==> src/rtl/fp_addsub.sv <==
// fp_addsub: parametrised IEEE-754 binary adder/subtractor.
// It takes operands A and B/op over stb/ack handshakes and returns the
// result and flags {invalid, overflow, inexact} over a stb/ack handshake.
// The datapath runs as a fixed chain of FSM states:
// UNPACK, ALIGN, ADD, NORM, ROUND and PACK, each taking one cycle.
// Special operands (NaN, Inf) are resolved in UNPACK. They then ride the
// same states as a bypass, so every result has the same latency.
module fp_addsub #(
    parameter int EXP_W  = 11,
    parameter int FRAC_W = 52
) (
    input  logic                      clk,
    input  logic                      rst,
    input  logic [EXP_W+FRAC_W:0]     input_a,
    input  logic                      input_a_stb,
    output logic                      input_a_ack,
    input  logic [EXP_W+FRAC_W:0]     input_b,
    input  logic                      input_op,
    input  logic                      input_b_stb,
    output logic                      input_b_ack,
    output logic [EXP_W+FRAC_W:0]     output_z,
    output logic                      output_z_stb,
    input  logic                      output_z_ack,
    output logic [2:0]                output_flags
);
    localparam int W  = 1 + EXP_W + FRAC_W;
    // The significand is hidden bit, fraction, then guard, round and sticky.
    localparam int SW = FRAC_W + 4;
    localparam logic [EXP_W-1:0]  EXP_ONES = '1;
    localparam logic [EXP_W-1:0]  EXP_ZERO = '0;
    localparam logic [FRAC_W-1:0] FRAC_ZERO = '0;
    localparam logic [W-1:0] QNAN = {1'b0, EXP_ONES, 1'b1, {(FRAC_W-1){1'b0}}};

    typedef enum logic [3:0] {
        GET_A, GET_B, UNPACK, ALIGN, ADD, NORM, ROUND, PACK, PUT_Z
    } state_t;

    state_t state_q;

    logic             a_ack_q, b_ack_q, z_stb_q;
    logic [W-1:0]     a_q, b_q, z_q;
    logic             op_q;
    logic [2:0]       flags_q;

    // UNPACK results
    logic             sa_q, sb_q;
    logic [EXP_W:0]   ea_q, eb_q;
    logic [SW-1:0]    ma_q, mb_q;
    logic             spec_q;
    logic [W-1:0]     spec_z_q;
    logic [2:0]       spec_f_q;
    // Results of the ALIGN state onwards. The exponent register has one
    // spare bit so that a carry, or a round-up, past all-ones stays visible.
    logic             sx_q, sy_q, sign_q, inexact_q;
    logic [EXP_W:0]   e_q;
    logic [SW-1:0]    mx_q, my_q, nm_q;
    logic [SW:0]      sum_q;
    logic [FRAC_W:0]  rm_q;

    // Next-state values, one group per datapath state
    logic             sa_d, sb_d, spec_d;
    logic [EXP_W:0]   ea_d, eb_d;
    logic [SW-1:0]    ma_d, mb_d;
    logic [W-1:0]     spec_z_d;
    logic [2:0]       spec_f_d;
    logic             sx_d, sy_d;
    logic [EXP_W:0]   ex_d;
    logic [SW-1:0]    mx_d, my_d;
    logic [SW:0]      sum_d;
    logic             sign_d;
    logic [EXP_W:0]   ne_d;
    logic [SW-1:0]    nm_d;
    logic [EXP_W:0]   re_d;
    logic [FRAC_W:0]  rm_d;
    logic             inexact_d;
    logic [W-1:0]     z_d;
    logic [2:0]       flags_d;

    // UNPACK: split the fields, apply the effective sign of B, resolve specials
    always_comb begin
        logic [EXP_W-1:0]  fea, feb;
        logic [FRAC_W-1:0] fra, frb;
        logic nan_a, nan_b, snan_a, snan_b, inf_a, inf_b;
        fea = a_q[FRAC_W +: EXP_W];
        feb = b_q[FRAC_W +: EXP_W];
        fra = a_q[FRAC_W-1:0];
        frb = b_q[FRAC_W-1:0];
        sa_d = a_q[W-1];
        sb_d = b_q[W-1] ^ op_q;
        ea_d = (fea == EXP_ZERO) ? {{EXP_W{1'b0}}, 1'b1} : {1'b0, fea};
        eb_d = (feb == EXP_ZERO) ? {{EXP_W{1'b0}}, 1'b1} : {1'b0, feb};
        ma_d = {fea != EXP_ZERO, fra, 3'b000};
        mb_d = {feb != EXP_ZERO, frb, 3'b000};
        nan_a  = (fea == EXP_ONES) && (fra != FRAC_ZERO);
        nan_b  = (feb == EXP_ONES) && (frb != FRAC_ZERO);
        snan_a = nan_a && !fra[FRAC_W-1];
        snan_b = nan_b && !frb[FRAC_W-1];
        inf_a  = (fea == EXP_ONES) && (fra == FRAC_ZERO);
        inf_b  = (feb == EXP_ONES) && (frb == FRAC_ZERO);
        spec_d   = 1'b1;
        spec_z_d = QNAN;
        spec_f_d = 3'b000;
        if (nan_a || nan_b) begin
            spec_f_d = {snan_a | snan_b, 2'b00};
        end else if (inf_a && inf_b && (sa_d != sb_d)) begin
            spec_f_d = 3'b100;
        end else if (inf_a) begin
            spec_z_d = {sa_d, EXP_ONES, FRAC_ZERO};
        end else if (inf_b) begin
            spec_z_d = {sb_d, EXP_ONES, FRAC_ZERO};
        end else begin
            spec_d = 1'b0;
        end
    end

    // ALIGN: right-shift the smaller-exponent significand and fold the
    // shifted-out bits into sticky
    always_comb begin
        logic [EXP_W:0]  d;
        logic [SW-1:0]   ms, sh;
        logic            lost;
        if (ea_q >= eb_q) begin
            ex_d = ea_q; mx_d = ma_q; sx_d = sa_q; ms = mb_q; sy_d = sb_q;
            d = ea_q - eb_q;
        end else begin
            ex_d = eb_q; mx_d = mb_q; sx_d = sb_q; ms = ma_q; sy_d = sa_q;
            d = eb_q - ea_q;
        end
        lost = 1'b0;
        if (int'(d) >= SW) begin
            sh   = '0;
            lost = |ms;
        end else begin
            sh = ms >> d;
            for (int i = 0; i < SW; i++)
                if (i < int'(d)) lost = lost | ms[i];
        end
        my_d = {sh[SW-1:1], sh[0] | lost};
    end

    // ADD: magnitude add or subtract; an exact cancellation gives +0
    always_comb begin
        if (sx_q == sy_q) begin
            sum_d  = {1'b0, mx_q} + {1'b0, my_q};
            sign_d = sx_q;
        end else if (mx_q >= my_q) begin
            sum_d  = {1'b0, mx_q - my_q};
            sign_d = sx_q;
        end else begin
            sum_d  = {1'b0, my_q - mx_q};
            sign_d = sy_q;
        end
        if ((sx_q != sy_q) && (sum_d == '0)) sign_d = 1'b0;
    end

    // NORM: fold a carry back in, or left-normalise but stop at exponent 1
    // (subnormal)
    always_comb begin
        int lz, lim, shn;
        lz  = SW;
        lim = 0;
        shn = 0;
        if (sum_q[SW]) begin
            nm_d = {sum_q[SW:2], sum_q[1] | sum_q[0]};
            ne_d = e_q + 1'b1;
        end else begin
            for (int i = 0; i < SW; i++)
                if (sum_q[i]) lz = SW - 1 - i;
            lim  = int'(e_q) - 1;
            shn  = (lz < lim) ? lz : lim;
            nm_d = sum_q[SW-1:0] << shn;
            ne_d = e_q - (EXP_W+1)'(shn);
        end
    end

    // ROUND: round to nearest, ties to even, on guard/round/sticky
    always_comb begin
        logic [FRAC_W:0]   keep;
        logic [FRAC_W+1:0] rnd;
        logic              up;
        keep      = nm_q[SW-1:3];
        up        = nm_q[2] & (nm_q[1] | nm_q[0] | keep[0]);
        inexact_d = |nm_q[2:0];
        rnd       = {1'b0, keep} + {{(FRAC_W+1){1'b0}}, up};
        if (rnd[FRAC_W+1]) begin
            rm_d = rnd[FRAC_W+1:1];
            re_d = e_q + 1'b1;
        end else begin
            rm_d = rnd[FRAC_W:0];
            re_d = e_q;
        end
    end

    // PACK: overflow to Inf, subnormal encoding, special bypass
    always_comb begin
        if (spec_q) begin
            z_d     = spec_z_q;
            flags_d = spec_f_q;
        end else if (e_q >= {1'b0, EXP_ONES}) begin
            z_d     = {sign_q, EXP_ONES, FRAC_ZERO};
            flags_d = 3'b011;
        end else begin
            z_d     = {sign_q, rm_q[FRAC_W] ? e_q[EXP_W-1:0] : EXP_ZERO,
                       rm_q[FRAC_W-1:0]};
            flags_d = {2'b00, inexact_q};
        end
    end

    // Control FSM with registered handshakes; each datapath state latches its stage result
    always_ff @(posedge clk) begin
        if (rst) begin
            state_q   <= GET_A;
            a_ack_q   <= 1'b0;
            b_ack_q   <= 1'b0;
            z_stb_q   <= 1'b0;
            z_q       <= '0;
            flags_q   <= '0;
            a_q       <= '0;
            b_q       <= '0;
            op_q      <= 1'b0;
            sa_q      <= 1'b0;
            sb_q      <= 1'b0;
            ea_q      <= '0;
            eb_q      <= '0;
            ma_q      <= '0;
            mb_q      <= '0;
            spec_q    <= 1'b0;
            spec_z_q  <= '0;
            spec_f_q  <= '0;
            sx_q      <= 1'b0;
            sy_q      <= 1'b0;
            sign_q    <= 1'b0;
            inexact_q <= 1'b0;
            e_q       <= '0;
            mx_q      <= '0;
            my_q      <= '0;
            nm_q      <= '0;
            sum_q     <= '0;
            rm_q      <= '0;
        end else begin
            case (state_q)
                GET_A: begin
                    if (a_ack_q && input_a_stb) begin
                        a_q     <= input_a;
                        a_ack_q <= 1'b0;
                        b_ack_q <= 1'b1;
                        state_q <= GET_B;
                    end else begin
                        a_ack_q <= 1'b1;
                    end
                end
                GET_B: begin
                    if (b_ack_q && input_b_stb) begin
                        b_q     <= input_b;
                        op_q    <= input_op;
                        b_ack_q <= 1'b0;
                        state_q <= UNPACK;
                    end else begin
                        b_ack_q <= 1'b1;
                    end
                end
                UNPACK: begin
                    sa_q     <= sa_d;
                    sb_q     <= sb_d;
                    ea_q     <= ea_d;
                    eb_q     <= eb_d;
                    ma_q     <= ma_d;
                    mb_q     <= mb_d;
                    spec_q   <= spec_d;
                    spec_z_q <= spec_z_d;
                    spec_f_q <= spec_f_d;
                    state_q  <= ALIGN;
                end
                ALIGN: begin
                    sx_q    <= sx_d;
                    sy_q    <= sy_d;
                    e_q     <= ex_d;
                    mx_q    <= mx_d;
                    my_q    <= my_d;
                    state_q <= ADD;
                end
                ADD: begin
                    sum_q   <= sum_d;
                    sign_q  <= sign_d;
                    state_q <= NORM;
                end
                NORM: begin
                    nm_q    <= nm_d;
                    e_q     <= ne_d;
                    state_q <= ROUND;
                end
                ROUND: begin
                    rm_q      <= rm_d;
                    e_q       <= re_d;
                    inexact_q <= inexact_d;
                    state_q   <= PACK;
                end
                PACK: begin
                    z_q     <= z_d;
                    flags_q <= flags_d;
                    z_stb_q <= 1'b1;
                    state_q <= PUT_Z;
                end
                PUT_Z: begin
                    // Re-arm the A ack on the consume edge to keep the 9-cycle throughput.
                    if (output_z_ack) begin
                        z_stb_q <= 1'b0;
                        a_ack_q <= 1'b1;
                        state_q <= GET_A;
                    end
                end
                default: state_q <= GET_A;
            endcase
        end
    end

    assign input_a_ack  = a_ack_q;
    assign input_b_ack  = b_ack_q;
    assign output_z     = z_q;
    assign output_z_stb = z_stb_q;
    assign output_flags = flags_q;

endmodule

==> config.mk <==
export PLATFORM = sky130hd
export DESIGN_NAME = fp_addsub
export DESIGN_NICKNAME = d
export VERILOG_FILES = /design/src/rtl/fp_addsub.sv
export SDC_FILE = /design/constraint.sdc
export NUM_CORES = 2
export LEC_CHECK = 0
export CAP_MARGIN = 40
export CORE_MARGIN = 2
export CORE_UTILIZATION = 50
export DETAILED_ROUTE_END_ITERATION = 12
export GPL_TIMING_DRIVEN = 0
export PLACE_DENSITY = 0.77
export SLEW_MARGIN = 20
export SYNTH_ARGS = -nofsm -noshare
export SYNTH_HDL_FRONTEND = slang
export SYNTH_SLANG_ARGS = --single-unit
==> constraint.sdc <==
create_clock -name clk -period 5.8 [get_ports clk]
set_clock_uncertainty 0.05 [all_clocks]
set_input_delay 0.58 -clock clk [delete_from_list [all_inputs] [get_ports clk]]
set_output_delay 0.58 -clock clk [all_outputs]
set_load 0.05 [all_outputs]
==> impl_metrics.json <==
{
  "final_area_sq_um": 52600,
  "grt.overflow.total": 0,
  "rsz0062_at_grt": "yes",
  "ys_warn_count": 0,
  "layout_common_cells": "nand2_1 (1130), a21oi_1 (722), nor2_1 (639), dfxtp_1 (602), clkbuf_1 (320)",
  "synth_compound_gate_area_share_pct": 25.6,
  "hold_buffers": 0,
  "worst-path-max-fanout": 8,
  "clockRootBuffer": "clkbuf_16",
  "hold_viol": 0,
  "std_cell_rows": 109,
  "wl_per_cell_um": 29.0,
  "muxShareOfSynthArea_pct": 7.86,
  "finalCritPeriodShare_pct": 109,
  "drt_iter0_markers": 7138,
  "die-width_um": 302,
  "clockBufferDepth": 3,
  "synth.distinct_cells": 105,
  "yosys-top-cells-area": "dfxtp_1 (28%), nand2_1 (9.6%), a21oi_1 (8.2%), mux2i_1 (6.5%), ha_1 (5.5%)",
  "ys_ff_latch": 629,
  "cts_tree": "yes",
  "startpoint": "sum_q[36]",
  "cap_viol_max_count": 0,
  "clkPwrFrac_pct": 25.7,
  "synth_top_area_share_pct": 28.3,
  "dpl.hpwl_um": 177000,
  "final_common_cell": "nand2_1",
  "power.share.combinational_pct": 48.0,
  "slew_headroom_pct": 35.8,
  "gr-usage-met2_pct": 71.2,
  "worstSkewPairLatency_ns": 0.65,
  "core-area_sq_um": 88200,
  "clk_pin_slew_ns": 0.06,
  "period_needed_ns": 6.30,
  "vias_per_cell": 6.73,
  "path_delay_family": "compound AO/OA/AOI/OAI gates",
  "power.leakage_nw": 19.8,
  "worst-path-buf-inv": 6,
  "top_usage_layer": "met2",
  "drtAntennaViolNets": 0,
  "die_area_sq_um": 91300,
  "place_congestion": 1.13,
  "startpoint_type": "flop",
  "place_inst": 7579,
  "finalNonFillerCells": 7796,
  "synth_fa_ha_area_share_pct": 5.79,
  "synth_flop_cell": "dfxtp_1",
  "reg2regPathDepth": 32,
  "crit_top_cell": "a21o_1",
  "synth_top_family_by_area": "compound AO/OA/AOI/OAI gates",
  "drt-pass1-iter-count": 9,
  "r2r-start": "sum_q[36]",
  "ys_async_sr_fraction_pct": 0,
  "drive_gt1_share_pct": 9.13,
  "grt_pass1_vias": 48500,
  "fmax_mhz": 159,
  "p_sw_w": 0.00793,
  "status": "finished, violations left",
  "crit_end": "e_q[11]",
  "grtUsageTotal_pct": 48.1,
  "finalNetCount": 6911,
  "fin_setup_tns_ns": -6.67,
  "ys_seq_area_share_pct": 28.3,
  "grt_max_degree": 15,
  "met1_usage_pct": 59.1,
  "seqPwrFrac_pct": 26.3,
  "areaGrowthSynthToFinish_pct": 18.4,
  "initial_core_util_pct": 50.4,
  "cp.depth": 32,
  "critPathKind": "flop to flop",
  "htreeDepth": 3,
  "synth_xor_area_share_pct": 2.78,
  "worstReg2RegEnd": "e_q[11]",
  "grt.met3_usage_pct": 15.8,
  "syn_area_sq_um": 44400,
  "cpMaxStageDelayCell": "dfxtp_1",
  "ir_drop_v": 0.000281,
  "setup_viol": 50,
  "rrSetupSlack_ns": -0.50,
  "post-route-drc-count": 0,
  "cp.arrival_ns": 6.80,
  "synth_edf_count": 0,
  "antenna_found_initial": 7,
  "grt_pass1_wl_um": 326000,
  "synthCells": 6187,
  "report.final.slew_viol_count": 0,
  "swShare_pct": 45.1,
  "fin_ws_ns": -0.498,
  "io_buffers": 203,
  "io_pins": 204,
  "cp-end-kind": "flop",
  "avgSynthCellArea_sq_um": 7.18,
  "worst_slew_pin_slew_ns": 0.962,
  "vias": 52400,
  "syn_nets": 6523,
  "min_path_type": "flop to flop",
  "yosys.area.top_type": "dfxtp_1",
  "cpPeakStageDelay_ns": 0.63,
  "dieHeight_um": 302,
  "powerDensity_nw_per_um2": 334,
  "cts.sinks": 629,
  "synthSimpleGateAreaFrac_pct": 23.7,
  "violations": "negative setup slack",
  "intPower_w": 0.00965,
  "required_ns": 6.30,
  "fin_util_pct": 59.6,
  "place_area_sq_um": 48300,
  "cts_buffers": 70,
  "routed_wl_um": 226000
}
==> cells in the mapped netlist (all sizes together), types with 57 or more instances <==
master and count:
mux2i 292, nand3 128, a211oi 123, xor2 57, nor2 654, inv 220, o21ai 229, nor3 150
clkbuf 350, a22oi 104, o211ai 58, nand2 1138, a21oi 732, xnor2 84, nand4 69, dfxtp 629
buf 108, nor4 81, ha 197, a311oi 67
==> worst min-delay path by stage <==
stage                 start           end  slack (ns)  cells past startpoint
6_report           rm_q[22]      rm_q[22]        0.41                      2
4_1_cts            rm_q[32]      rm_q[32]        0.40                      2
3_5_place_dp       rm_q[28]      rm_q[28]        0.39                      2
5_1_grt            rm_q[14]      rm_q[14]        0.43                      2
3_3_place_gp       rm_q[22]      rm_q[22]        0.39                      2
2_1_floorplan  spec_z_q[63]  spec_z_q[63]        0.38                      2
==> stage by stage <==
stage               hold WS [ns]  setup WS, ns  power (W)
floorplan                  0.382       0.00853    0.00921
global placement           0.390         -2.10     0.0119
detailed placement         0.393         -1.98     0.0120
CTS                        0.402        -0.317     0.0168
global route               0.427        -0.652     0.0179
finish                     0.405        -0.498     0.0176
==> kinds of logic after synthesis <==
| group | count (synthesis) |
|---|---|
| simple gates | 2420 |
| xor+xnor | 141 |
| flops | 629 |
| mux | 336 |
| compound gates | 1779 |
| fa+ha+maj | 203 |
| buf+inv | 679 |
==> layer usage <==
layer | vias to the layer above | part of all wire [%]
li1 | 22800 | -
met1 | 24800 | 37
met2 | 3848 | 42
met3 | 970 | 13
met4 | 8 | 8.6
met5 | - | 0.022
==> worst register-to-register path, delay by kind of cell, from the launching register on <==
| family | cells | cell delay, ns |
|---|---|---|
| AND/OR/NAND/NOR | 9 | 1.81 |
| buffers and inverters | 6 | 0.78 |
| adder cells (fa/ha/maj) | 2 | 0.37 |
| AO/OA/AOI/OAI | 13 | 2.15 |
| multiplexers | 1 | 0.28 |
| flip-flops | 1 | 0.63 |
| XOR/XNOR | 1 | 0.13 |
==> sequential cells by signal, indices dropped and copies added (netlist names), 3 cells and up <==
name          count
output_z         64
output_flags      3
b_q              64
eb_q             11
my_q             56
nm_q             56
ma_q             53
sum_q            57
e_q              12
state_q           4
spec_z_q          3
a_q              64
mb_q             53
mx_q             53
ea_q             11
rm_q             53
==> power by group through the flow <==
stage | combinational, W | clock (W) | sequential, W
after floorplan | 0.00456 | 0 | 0.00465
after global placement | 0.00720 | 0 | 0.00472
after detailed placement | 0.00726 | 0 | 0.00472
after CTS | 0.00774 | 0.00449 | 0.00463
after global routing | 0.00864 | 0.00467 | 0.00463
final | 0.00843 | 0.00452 | 0.00463
==> layout make-up <==
type / count / area (sq um)
Fill cell: 8194 / 35600
Multi-Input combinational cell: 4879 / 30200
Sequential cell: 629 / 12700
Timing Repair Buffer: 330 / 3120
Buffer: 444 / 1990
Clock buffer: 95 / 1970
Tap cell: 1165 / 1460
Inverter: 221 / 843
Clock inverter: 30 / 342
Antenna cell: 3 / 7.51
==> what timing repair did <==
action | in CTS | in global routing
pin swaps | 47 | 37
endpoints found under the setup margin | 73 | 138
setup buffers | 46 | 38
gates resized for setup | 177 | 159
No activity file was read; power rests on OpenSTA's default activity.
